==> src/rtl/uart_tx_stream.sv <==
// UART transmitter: 8 data bits LSB first, optional even parity, one stop bit,
// fed from a small byte FIFO through a valid/ready push port.
module uart_tx_stream #(
    parameter int CLK_FREQ_HZ = 50000000,
    parameter int BAUD_RATE   = 1562500,
    parameter int PARITY_EN   = 0,
    parameter int FIFO_DEPTH  = 4
) (
    input  logic                             clk,
    input  logic                             rst,
    input  logic [7:0]                       data_i,
    input  logic                             valid_i,
    output logic                             ready_o,
    output logic                             tx_o,
    output logic                             busy_o,
    output logic [$clog2(FIFO_DEPTH+1)-1:0]  fifo_level_o
);

    localparam int DIV   = CLK_FREQ_HZ / BAUD_RATE;
    localparam int LVL_W = $clog2(FIFO_DEPTH + 1);
    localparam int PTR_W = $clog2(FIFO_DEPTH);
    localparam int CNT_W = (DIV > 1) ? $clog2(DIV) : 1;
    localparam logic [LVL_W-1:0] FULL_LEVEL = LVL_W'(FIFO_DEPTH);
    localparam logic [CNT_W-1:0] CNT_LAST   = CNT_W'(DIV - 1);

    generate
        if ((CLK_FREQ_HZ % BAUD_RATE) != 0 || DIV < 2 || FIFO_DEPTH < 2 ||
            (FIFO_DEPTH & (FIFO_DEPTH - 1)) != 0) begin : g_param_check
            $error("uart_tx_stream: need integer clock/baud ratio >= 2 and power-of-two FIFO_DEPTH >= 2");
        end
    endgenerate

    typedef enum logic [2:0] {
        IDLE,
        START,
        DATA,
        PARITY,
        STOP
    } state_t;

    logic [7:0]       mem [FIFO_DEPTH];
    logic [PTR_W-1:0] wr_ptr;
    logic [PTR_W-1:0] rd_ptr;
    logic [LVL_W-1:0] level;
    state_t           state;
    logic [CNT_W-1:0] baud_cnt;
    logic [2:0]       bit_idx;
    logic [2:0]       next_idx;
    logic [7:0]       frame_byte;
    logic             push;
    logic             pop;
    logic             baud_done;
    logic             fifo_empty;

    assign fifo_empty   = (level == '0);
    assign ready_o      = (level != FULL_LEVEL);
    assign push         = valid_i & ready_o;
    assign baud_done    = (baud_cnt == CNT_LAST);
    assign pop          = !fifo_empty && ((state == IDLE) || (state == STOP && baud_done));
    assign next_idx     = bit_idx + 3'd1;
    assign fifo_level_o = level;
    assign busy_o       = (state != IDLE) || !fifo_empty;

    // Storage needs no reset; the pointers and level define what is valid.
    always_ff @(posedge clk) begin
        if (push) begin
            mem[wr_ptr] <= data_i;
        end
    end

    always_ff @(posedge clk or posedge rst) begin
        if (rst) begin
            wr_ptr <= '0;
            rd_ptr <= '0;
            level  <= '0;
        end else begin
            if (push) begin
                wr_ptr <= wr_ptr + PTR_W'(1);
            end
            if (pop) begin
                rd_ptr <= rd_ptr + PTR_W'(1);
            end
            if (push && !pop) begin
                level <= level + LVL_W'(1);
            end else if (pop && !push) begin
                level <= level - LVL_W'(1);
            end
        end
    end

    // The byte stays unshifted so the parity bit can be taken from it directly.
    always_ff @(posedge clk or posedge rst) begin
        if (rst) begin
            state      <= IDLE;
            baud_cnt   <= '0;
            bit_idx    <= '0;
            frame_byte <= '0;
            tx_o       <= 1'b1;
        end else begin
            case (state)
                IDLE: begin
                    baud_cnt <= '0;
                    if (pop) begin
                        frame_byte <= mem[rd_ptr];
                        tx_o       <= 1'b0;
                        state      <= START;
                    end
                end
                START: begin
                    if (baud_done) begin
                        baud_cnt <= '0;
                        bit_idx  <= '0;
                        tx_o     <= frame_byte[0];
                        state    <= DATA;
                    end else begin
                        baud_cnt <= baud_cnt + CNT_W'(1);
                    end
                end
                DATA: begin
                    if (baud_done) begin
                        baud_cnt <= '0;
                        if (bit_idx != 3'd7) begin
                            bit_idx <= next_idx;
                            tx_o    <= frame_byte[next_idx];
                        end else if (PARITY_EN != 0) begin
                            tx_o  <= ^frame_byte;
                            state <= PARITY;
                        end else begin
                            tx_o  <= 1'b1;
                            state <= STOP;
                        end
                    end else begin
                        baud_cnt <= baud_cnt + CNT_W'(1);
                    end
                end
                PARITY: begin
                    if (baud_done) begin
                        baud_cnt <= '0;
                        tx_o     <= 1'b1;
                        state    <= STOP;
                    end else begin
                        baud_cnt <= baud_cnt + CNT_W'(1);
                    end
                end
                STOP: begin
                    if (baud_done) begin
                        baud_cnt <= '0;
                        // A waiting byte starts immediately so frames run back to back.
                        if (pop) begin
                            frame_byte <= mem[rd_ptr];
                            tx_o       <= 1'b0;
                            state      <= START;
                        end else begin
                            state <= IDLE;
                        end
                    end else begin
                        baud_cnt <= baud_cnt + CNT_W'(1);
                    end
                end
                default: begin
                    baud_cnt <= '0;
                    tx_o     <= 1'b1;
                    state    <= IDLE;
                end
            endcase
        end
    end

endmodule

==> config.mk <==
export PLATFORM = sky130hd
export DESIGN_NAME = uart_tx_stream
export DESIGN_NICKNAME = d
export VERILOG_FILES = /design/src/rtl/uart_tx_stream.sv
export SDC_FILE = /design/constraint.sdc
export NUM_CORES = 1
export LEC_CHECK = 0
export ABC_AREA = 1
export CAP_MARGIN = 20
export CORE_UTILIZATION = 65
export CTS_BUF_LIST = sky130_fd_sc_hd__clkbuf_4
export CTS_CLUSTER_DIAMETER = 50
export DETAILED_ROUTE_END_ITERATION = 12
export GPL_TIMING_DRIVEN = 0
export PLACE_DENSITY = 0.95
export SYNTH_ARGS = -nofsm -noshare
export SYNTH_HDL_FRONTEND = slang
export SYNTH_SLANG_ARGS = --single-unit
==> constraint.sdc <==
create_clock -name clk -period 6.12 [get_ports clk]
set_input_delay 1.836 -clock clk [delete_from_list [all_inputs] [get_ports clk]]
set_output_delay 1.836 -clock clk [all_outputs]
set_load 0.05 [all_outputs]
== Word level (Yosys, flattened, before mapping) ==
Memories as Yosys holds them, arrays and structs flattened.
Cells that the tools add are included.

* Add/subtract/negate cells: 6
* Reductions and logical operators: 20
* Eq/ne operators: 14
* Muxes and demuxes: 30
* Magnitude comparators: 1
* Bitwise operators: 1

{| class="wikitable"
|+ Operator list
! cell !! count
|-
| two-way mux 3 bit || 11
|-
| two-way mux 8 bit || 2
|-
| case mux 8 bit (2 select lines) || 1
|-
| case mux 3 bit (5 select lines) || 1
|-
| != test 2 bit, second input constant || 7
|-
| two-way mux 1 bit || 10
|-
| two-way mux 5 bit || 2
|-
| AND reduction 4 bit || 2
|-
| adder 3 x 1 -> 3 bit, second input constant || 2
|-
| equality test 3 x 2 -> 1 bit, second input constant || 2
|-
| zero test 3 bit || 2
|-
| != test 3 bit, second input constant || 2
|-
| case mux 3 bit (2 select lines) || 1
|-
| AND reduction 6 bit || 1
|-
| nonzero test 2 bit || 3
|-
| adder 5 x 1 -> 5 bit, second input constant || 1
|-
| equality test 5 bit, second input constant || 1
|-
| case mux 1 bit (5 select lines) || 1
|-
| adder 2 x 1 -> 2 bit, second input constant || 2
|-
| logical AND 1 bit || 4
|-
| less-than comparator 3 x 4 -> 1 bit, second input constant || 1
|-
| OR reduction 4 bit || 1
|-
| binary-select mux 1 bit (select 3 bit) || 1
|-
| equality test 3 x 1 -> 1 bit, second input constant || 1
|-
| 7 further kinds || 10
|}

* Memory bits (writable): 32
* Flip-flop bits (word level): 27
* Memories: 1
* Word-level logic and storage cells: 81
* Bits of input ports: 11
* Output and inout port bits: 6

{| class="wikitable"
|+ Memories
! name !! words !! width !! read ports !! clocked after Yosys merged registers in !! wr ports !! RTL line !! RTL
|-
| mem || 4 || 8 || 1 || 0 || 1 || 41 || <nowiki>logic [7:0] mem [FIFO_DEPTH];</nowiki>
|}

== Depth between registers and ports, before layout ==
* Word-level depth: 7
* Depth in mapped cells: 14
* Gate-level depth less buffers: 13

== Least setup slack after synthesis ==
No wires, ideal clock.

* Kind: reg-to-output
* Start point: register level[1] (netlist: fifo_level_o[1])
* End point: output port busy_o
* Arrival: 1311 ps
* Cell stages (with the launch flop): 5
* Slack: 2973 ps
* Buffers on the path: 0
* Data required time: 4284 ps
* Path through: dfrtp_1 inv_1 nand3_1 nor2_1 inv_1

* Longest elaborated chain between the ends: 3

{| class="wikitable"
|+ RTL lines
! what !! RTL line !! RTL
|-
| from (decl) || 44 || <nowiki>logic [LVL_W-1:0] level;</nowiki>
|-
| from (signal assigned) || 84 || <nowiki>level <= level + LVL_W'(1);</nowiki>
|-
| from (signal assigned) || 86 || <nowiki>level <= level - LVL_W'(1);</nowiki>
|-
| zero test 3 bit || 55 || <nowiki>assign fifo_empty = (level == '0);</nowiki>
|-
| zero test 1 bit || 62 || <nowiki>assign busy_o = (state != IDLE) || !fifo_empty;</nowiki>
|-
| logical OR 1 bit || 62 ||
|-
| to (decl) || 15 || <nowiki>output logic busy_o,</nowiki>
|}

Every way passes these cells.

== Worst setup path in the final report ==
* Start point: register state[1]
* End point: output port busy_o

* Longest elaborated chain between the ends: 2

{| class="wikitable"
|+ RTL lines
! what !! RTL line !! RTL
|-
| from (decl) || 45 || <nowiki>state_t state;</nowiki>
|-
| from (signal assigned) || 94 || <nowiki>state <= IDLE;</nowiki>
|-
| from (signal assigned) || 106 || <nowiki>state <= START;</nowiki>
|-
| from (signal assigned) || 114 || <nowiki>state <= DATA;</nowiki>
|-
| nonzero test 3 bit || 62 ||
|-
| logical OR 1 bit || 62 ||
|}

Every way passes these cells.

==> impl_metrics.json <==
{
  "status": "completed",
  "post_drt_wl_per_cell_um": 15.9,
  "crit_slowest_cell": "clkdlybuf4s50_1",
  "ant_nets": 0,
  "setup_viol": 0,
  "leakagePower_uw": 0.00128,
  "synth-seq-area-share_pct": 62.9,
  "clock_sinks": 59,
  "ir_drop_mv": 0.256,
  "path_clk_slew_ns": 0.11,
  "crit_type": "flop to output port",
  "vias": 1738,
  "routed_wirelength_um": 4920,
  "dpl_cell_area_sq_mm": 0.00283,
  "hold_viol": 0,
  "grt_pass1_wl_um": 7850,
  "first_pass_iters": 4,
  "worst_pin_slew_ns": 0.806,
  "tritoncts": "yes",
  "met1_usage_pct": 28.6,
  "ys_seq_elements": 59,
  "clkLatencyLatePin_ns": 0.41,
  "ys_warn_count": 0,
  "syn-instance-count": 228,
  "cp_num_buf_inv": 2,
  "cts_setup_buffers": 0,
  "cts_resized": 0,
  "arrival_ns": 2.11,
  "via_per_inst": 5.62,
  "grt_pass1_vias": 1772,
  "hold_path_class": "flop to flop",
  "overflow": 0,
  "max_clock_freq_mhz": 253,
  "grt_max_degree": 28,
  "slew_viol_final": 0,
  "diodes": 0,
  "cp_slowest_stage_delay_ns": 0.70,
  "cp_num_cells": 5,
  "rsz0062_at_grt": "no",
  "fin_crit_sh_pct": 64.5,
  "cts_root_buf": "clkbuf_4",
  "r2r_start": "baud_cnt[0]$_DFF_PP0_",
  "dp_hpwl_um": 3290,
  "synth_nets": 249,
  "nNetsFinal": 277,
  "portBuffers": 16,
  "crit_end": "busy_o",
  "die_w_um": 65.3,
  "start_util_pct": 69.6,
  "crit_start": "state[1]$_DFFE_PP0P_",
  "syn-cell-area_sq_mm": 0.00260,
  "worstPathCellList": "nor2_4, nand2_1, nor2_1, inv_1, clkdlybuf4s50_1",
  "cts_inserted_buffers": 9,
  "die_y_um": 65.3,
  "r2r_end": "fifo_level_o[2]$_DFFE_PP0P_",
  "use_met3_pct": 7.12,
  "grt_most_used_layer": "met2",
  "gp_congestion": 0.830,
  "skew_ns": 0.0124,
  "core_area_sq_mm": 0.00374,
  "cp-end-kind": "output port",
  "track_usage_pct": 26.2,
  "ios": 17,
  "start_kind": "flop",
  "area_growth_pct": 15.5,
  "required_ns": 4.28,
  "use_met2_pct": 45.2,
  "path_max_fanout": 6,
  "final_area_sq_mm": 0.00301,
  "p_per_area_mw_per_mm2": 341,
  "syn_area_per_cell_sq_um": 11.4,
  "max_slew_margin_pct": 46.1,
  "min_period_ns": 3.95,
  "rows": 22,
  "r2r_slack_ns": 3.48,
  "maxCapViolCount": 0,
  "h-tree-depth": 3,
  "setup_tns_ns": 0,
  "crit_family": "buffers and inverters",
  "layout-drive-gt1-share_pct": 14.6,
  "die_area_sq_mm": 0.00426,
  "synth_top_area_share_pct": 36.9,
  "synthTopCellsByArea": "edfxtp_1 (37%), dfrtp_1 (25%), nor2_1 (4.6%)",
  "final_cell_mix": "nor2_1 (32), edfxtp_1 (32), inv_1 (26), dfrtp_1 (26), nand2_1 (25)",
  "drc": 0,
  "ctsHoldBuffers": 0,
  "synth_cell_type_count": 28,
  "worstRegToRegCells": 14,
  "antenna_found_initial": 0,
  "cts_buffer_depth": 2,
  "first_iter_violations": 150,
  "synth_top_area_cell": "edfxtp_1"
}
==> final cells by class <==
cell class              count  area, sq um
fillers                   216          736
repair buffers             17          188
clock inverters             6         80.1
multi-input cells         138          841
inverters                  27          101
clock buffers              10         75.1
plain buffers               4         25.0
well taps                  48         60.1
flip-flops and latches     59         1640
==> registers in the layout (all words and copies together), names as in the netlist <==
signal and cells:
baud_cnt 5, bit_idx 3, fifo_level_o 3, frame_byte 8
mem 32, rd_ptr 2, state 3, tx_o 1
wr_ptr 2
==> kinds of logic (layout without fill, tap and decap cells) <==
logic type / after synthesis / count (layout) / synth area share [%]
multiplexers: 8 / 8 / 4.32
adder cells (fa/ha/maj): 10 / 10 / 5.09
XOR/XNOR: 6 / 6 / 2.02
flip-flops: 59 / 59 / 62.9
AO/OA/AOI/OAI: 38 / 38 / 7.88
buffers and inverters: 31 / 64 / 4.85
AND/OR/NAND/NOR: 76 / 76 / 13.0
==> worst min path at each step <==
stage,start,endpoint,cells after the start
CTS,baud_cnt[0]$_DFF_PP0_,baud_cnt[0]$_DFF_PP0_,1
global route,baud_cnt[0]$_DFF_PP0_,baud_cnt[0]$_DFF_PP0_,1
global placement,baud_cnt[0]$_DFF_PP0_,baud_cnt[0]$_DFF_PP0_,1
floorplan,baud_cnt[0]$_DFF_PP0_,baud_cnt[0]$_DFF_PP0_,1
detailed placement,baud_cnt[0]$_DFF_PP0_,baud_cnt[0]$_DFF_PP0_,1
finish,baud_cnt[0]$_DFF_PP0_,baud_cnt[0]$_DFF_PP0_,1
==> cells in the mapped netlist <==
library cell / number
edfxtp_1: 32
nor2_1: 32
dfrtp_1: 26
inv_1: 26
nand2_1: 25
o21ai_0: 20
nand3_1: 10
ha_1: 9
o22ai_1: 9
mux2_4: 6
a21oi_1: 5
xor2_1: 5
nand3_2: 3
o21ai_1: 3
buf_2: 2
mux2_2: 2
nor2_2: 2
a21oi_2: 1
buf_6: 1
clkbuf_1: 1
dfstp_2: 1
fa_1: 1
inv_2: 1
nand2_2: 1
nand4_1: 1
nor2_4: 1
nor3b_1: 1
xnor2_1: 1
==> worst reg2reg max path, stage by stage, from the launching register on <==
cell and delay, ns:
dfrtp_1 0.41, ha_1 0.22, nand2_1 0.08, nor2_1 0.04
ha_1 0.16, inv_1 0.16, nand3_2 0.12, nand3_2 0.12
buf_6 0.18, ha_1 0.15, inv_1 0.06, fa_1 0.38
a21oi_1 0.15, o21ai_0 0.12, xor2_1 0.17
==> metal layers <==
layer / share of wire (%) / vias up
li1: - / 835
met1: 38 / 847
met2: 54 / 48
met3: 5.5 / 8
met4: 1.9 / 0
met5: 0 / -
==> metrics by stage <==
stage	utilization, %	worst slack (ns)	std cells	power, uW	hold slack, ns
floorplan	-	2.97	228	647	0.432
global placement	75.5	2.45	292	703	0.451
detailed placement	75.5	2.39	292	719	0.463
CTS	79.6	2.21	308	1020	0.474
global route	80.3	2.10	309	1070	0.489
finish	80.3	2.17	309	1020	0.474
==> where the power goes <==
part	leakage, uW	internal [uW]	switching (uW)
logic	0.000564	64.9	140
registers	0.000622	484	26.2
clock network	0.0000899	168	142
(Power assumes the default switching activity.)
